**src/rtl/deser1_4.sv**
```systemverilog
// -----------------------------------------------------------------------------
// deser1_4 - serial-to-parallel demultiplexer (1 bit in, LANES bits out)
//
// Receive end of a mux-based serializer that walks its select 0,1,..,LANES-1.
// Each accepted bit is steered into lane `sel` of an assembly register. The
// LANES-th bit completes the word, which is presented on a registered
// valid/ready output. in_first realigns the frame to lane 0 and flags any
// partial word it throws away.
//
// Ports:
//   clk        rising-edge clock
//   reset      synchronous reset, active-high
//   in_bit     serial data bit
//   in_valid   in_bit is valid this cycle
//   in_first   in_bit is lane 0 of a new word (frame realign)
//   in_ready   block can accept a bit this cycle (combinational)
//   out_word   assembled word, lane i = i-th accepted bit
//   out_valid  out_word holds an unconsumed word
//   out_ready  downstream consumes out_word when out_valid && out_ready
//   sel        current select/lane counter (debug)
//   frame_err  one-cycle pulse: partial word discarded by in_first
// -----------------------------------------------------------------------------
module deser1_4 #(
    parameter int LANES = 4,
    parameter int SELW  = 2
) (
    input  logic             clk,
    input  logic             reset,
    input  logic             in_bit,
    input  logic             in_valid,
    input  logic             in_first,
    output logic             in_ready,
    output logic [LANES-1:0] out_word,
    output logic             out_valid,
    input  logic             out_ready,
    output logic [SELW-1:0]  sel,
    output logic             frame_err
);

    localparam logic [SELW-1:0] LAST_SEL = SELW'(LANES - 1);

    logic [SELW-1:0]  sel_reg, sel_next;
    logic [LANES-1:0] asm_reg, asm_next;
    logic [LANES-1:0] out_word_reg, out_word_next;
    logic             out_valid_reg, out_valid_next;
    logic             frame_err_reg, frame_err_next;

    logic accept;
    logic complete;
    logic consume;

    // Only the word-completing bit is ever held off: it would otherwise
    // overwrite a word the consumer has not taken yet.
    assign in_ready = !((sel_reg == LAST_SEL) && out_valid_reg && !out_ready);
    assign accept   = in_valid && in_ready;
    assign complete = accept && !in_first && (sel_reg == LAST_SEL);
    assign consume  = out_valid_reg && out_ready;

    // Per-lane steering of the assembly register. in_first restarts the word
    // at lane 0 and clears the rest so stale bits never leak into a new word.
    generate
        for (genvar gi = 0; gi < LANES; gi++) begin : g_lane
            assign asm_next[gi] = !accept  ? asm_reg[gi] :
                                  in_first ? ((gi == 0) ? in_bit : 1'b0) :
                                  (sel_reg == SELW'(gi)) ? in_bit : asm_reg[gi];
        end
    endgenerate

    always_comb begin
        sel_next       = sel_reg;
        out_word_next  = out_word_reg;
        out_valid_next = out_valid_reg;
        frame_err_next = 1'b0;

        if (accept) begin
            if (in_first) begin
                sel_next       = SELW'(1);
                frame_err_next = (sel_reg != '0);
            end else begin
                // Natural SELW-bit wrap takes LANES-1 back to 0.
                sel_next = sel_reg + SELW'(1);
            end
        end

        // Completion wins over consume so back-to-back words have no bubble.
        if (complete) begin
            out_word_next  = {in_bit, asm_reg[LANES-2:0]};
            out_valid_next = 1'b1;
        end else if (consume) begin
            out_valid_next = 1'b0;
        end
    end

    always_ff @(posedge clk) begin
        if (reset) begin
            sel_reg       <= '0;
            asm_reg       <= '0;
            out_word_reg  <= '0;
            out_valid_reg <= 1'b0;
            frame_err_reg <= 1'b0;
        end else begin
            sel_reg       <= sel_next;
            asm_reg       <= asm_next;
            out_word_reg  <= out_word_next;
            out_valid_reg <= out_valid_next;
            frame_err_reg <= frame_err_next;
        end
    end

    assign out_word  = out_word_reg;
    assign out_valid = out_valid_reg;
    assign sel       = sel_reg;
    assign frame_err = frame_err_reg;

endmodule

```
**config.mk**
```make
export PLATFORM = sky130hd
export DESIGN_NAME = deser1_4
export DESIGN_NICKNAME = d
export VERILOG_FILES = /design/src/rtl/deser1_4.sv
export SDC_FILE = /design/constraint.sdc
export NUM_CORES = 1
export LEC_CHECK = 0
export ABC_CLOCK_PERIOD_IN_PS = 1700
export CAP_MARGIN = 0
export CORE_AREA = 2 2 39 41
export CTS_BUF_LIST = sky130_fd_sc_hd__clkbuf_4 sky130_fd_sc_hd__clkbuf_8
export DETAILED_ROUTE_END_ITERATION = 7
export DIE_AREA = 0 0 41 43
export PLACE_DENSITY_LB_ADDON = 0.08
export SLEW_MARGIN = 10
export SYNTH_ARGS = -nofsm -noshare
export SYNTH_HDL_FRONTEND = slang
export SYNTH_SLANG_ARGS = --single-unit
```
**constraint.sdc**
```tcl
create_clock -name clk -period 1.7 [get_ports clk]
set_input_delay 0.425 -clock clk [delete_from_list [all_inputs] [get_ports clk]]
set_output_delay 0.425 -clock clk [all_outputs]
set_load 0.005 [all_outputs]
```
==> flow_metrics.tcl, run 1 <==
set metrics [dict create \
    outcome "completed" \
    clock-sinks 11 \
    required_ns 1.27 \
    arrival_ns 1.21 \
    min_from "out_word[0]" \
    ys_seq_area_share_pct 39.82 \
    placementRows 14 \
    n_fill_cell 148 \
    worstHoldPathType "flop to flop" \
    synth-seq-cells 11 \
    yosys-top-cells-area "dfxtp_1 (40%), nand2b_1 (10%), ha_1 (9.0%), mux2i_1 (9.0%), a21oi_1 (4.5%)" \
    drc_errors 0 \
    p_total_w 0.0005120 \
    r2r_cells 6 \
    port_buffers 14 \
    num_vias 473 \
    finalWeightedCongestion 0.7489 \
    grt_setup_unrepaired "false" \
    drt_first_pass_iters 3 \
    synth_most_common_cell "dfxtp_1" \
    clk_latency_ns 0.27 \
    dpl-instance-area_um2 762.0 \
    post-cts-setup-buffers 0 \
    area_growth_pct 42.99 \
    cts_tree "built" \
    cp-end-kind "output pin" \
    fin_worst_skew_ns 0.005629 \
    synth-async-reset-ratio_pct 0 \
    syn_avg_cell_area_um2 9.876 \
    synth_top_area_share_pct 39.82 \
    crit_type "flop to output pin" \
    synthesis.area_um2 553.0 \
    grt_pass1_vias 429 \
    largest_register_ffs 4 \
    grt_pass1_wl_mm 1.849 \
    antenna_left 0 \
    p_leak_nw 0.3277 \
    core_area_mm2 0.001384 \
    layout-drive-gt1-share_pct 27.50 \
    peakVddDrop_mv 0.4725 \
    hold_violations 0 \
    worstSetupStartpointType "flop" \
    nets 91 \
    finalSetupTns_ns 0 \
    cp-endpoint "sel[1]" \
    start_util_pct 39.96 \
    drt_iter0_markers 2 \
    clock_path_buffers 2 \
    synth_top_area_cell "dfxtp_1" \
    post-dp-hpwl_um 909.9 \
    final_area_um2 790.8 \
    cp-startpoint "sel[1]" \
    timing.fmax_mhz 610.1 \
    ios 15 \
    grt-ovfl-total 0 \
    routed_wl_mm 1.165 \
    post-route-period-util_pct 96.41 \
    synth_ff_type "dfxtp_1" \
    diodes 0 \
    die_area_mm2 0.001763 \
    clk_pin_slew_ns 0.07 \
    regArea_um2 222.7 \
    max_slew_margin_pct 76.29 \
    regToRegStartpoint "sel[0]" \
    syn_nets 66 \
    setup_viol_count_final 0 \
    antenna_found_initial 0 \
    syn_inst 56 \
    track_usage_pct 15.85 \
    cts_hold_buf 0 \
    synth_edf_count 0 \
    htree_levels 1 \
    grt_max_degree 13 \
    multiInputGateArea_um2 314.1 \
    reg2reg_slack_ns 0.41 \
    cts-buffers-inserted 3 \
    root_buffer "clkbuf_4" \
    p_per_area_mw_per_mm2 647.5 \
    wl_per_cell_um 12.14 \
    synth.distinct_cells 20 \
    cp_max_fo 4 \
    dieHeight_um 43 \
    r2r_end "asm_reg[0]" \
    avgViaCountPerCell 4.927 \
    synth_commonest_cells "dfxtp_1 (11), nand2b_1 (9), a21oi_1 (5), mux2i_1 (5), o21ai_0 (5)" \
    worst_pin_slew_ns 0.3546 \
    die_w_um 41 \
    yosysWarnings 0 \
    min_period_ns 1.639 \
    maxSlewViolCount 0 \
    maxCapViolations 0 \
]
-- logic make-up after synthesis --
logic type	share of synthesized area, %
compound gates	12.67
fa+ha+maj	9.050
buf+inv	3.846
flops	39.82
mux	9.050
simple gates	25.56
-- critical path, cell delays in order, from the launching register on --
cell and delay (ns):
dfxtp_2 0.33, buf_4 0.12, clkdlybuf4s50_1 0.49
-- layout make-up --
type	instances	share of cell area, %
multi-input combinational	40	39.72
clock buffer	3	2.848
sequential	11	28.16
timing repair buffer	21	23.89
clock inverter	1	0.6329
tap	16	2.532
inverter	4	2.215
-- power by group --
group	internal, W	leakage (nW)	switching, W
logic	0.0000380	0.220	0.0000307
registers	0.000264	0.0899	0.00000263
clock network	0.0000871	0.0177	0.0000898
-- placed cells by master (no fill, tap or decap), types with 2 or more instances in the layout --
cell type / instances
clkdlybuf4s50_1: 11
nand2b_1: 9
dfxtp_1: 9
buf_4: 7
mux2i_1: 5
o21ai_0: 5
a21oi_1: 5
inv_1: 3
ha_1: 3
clkbuf_4: 3
nand4_1: 2
dfxtp_2: 2
-- worst min path at each step --
stage / endpoint / slack, ns / cells past startpoint
finish: out_word[0] / 0.48 / 2
detailed placement: out_word[2] / 0.46 / 2
global placement: out_word[1] / 0.46 / 2
CTS: out_word[2] / 0.48 / 2
floorplan: out_word[1] / 0.45 / 2
global route: out_word[0] / 0.49 / 2
-- repair_timing --
action,4_1_cts,5_1_grt
setup endpoints to repair,1,3
cloned,0,0
hold endpoints to repair,0,0
resized for setup,6,3
-- per-layer routing --
metal	vias to the layer above	GRT usage [%]	wire, um	part of all wire [%]
met2	13	23.44	545	47
li1	247	-	-	-
met3	4	3.141	45	3.9
met1	209	18.91	551	47
met5	-	0	0	0
met4	0	12.00	23	2.0
-- metrics by stage --
| step | worst slack, ns | util (%) | std cells | hold slack [ns] |
|---|---|---|---|---|
| finish | 0.06096 | 57.14 | 96 | 0.4768 |
| floorplan | 0.3586 | - | 56 | 0.4457 |
| CTS | 0.02269 | 57.32 | 96 | 0.4822 |
| detailed placement | -0.3891 | 55.06 | 92 | 0.4636 |
| global route | 0.003314 | 57.14 | 96 | 0.4930 |
| global placement | -0.3960 | 55.06 | 92 | 0.4567 |
No activity file was read; power rests on OpenSTA's default activity.
==> inputs of run 2 (changes only) <==
--- a/config.mk
+++ b/config.mk
@@ -9,6 +9,7 @@
 export CAP_MARGIN = 0
 export CORE_AREA = 2 2 39 41
 export CTS_BUF_LIST = sky130_fd_sc_hd__clkbuf_4 sky130_fd_sc_hd__clkbuf_8
+export CTS_CLUSTER_SIZE = 24
 export DETAILED_ROUTE_END_ITERATION = 7
 export DIE_AREA = 0 0 41 43
 export PLACE_DENSITY_LB_ADDON = 0.08
==> results of run 2 <==
Final layout, timing and power as in run 1 (identical DEF).
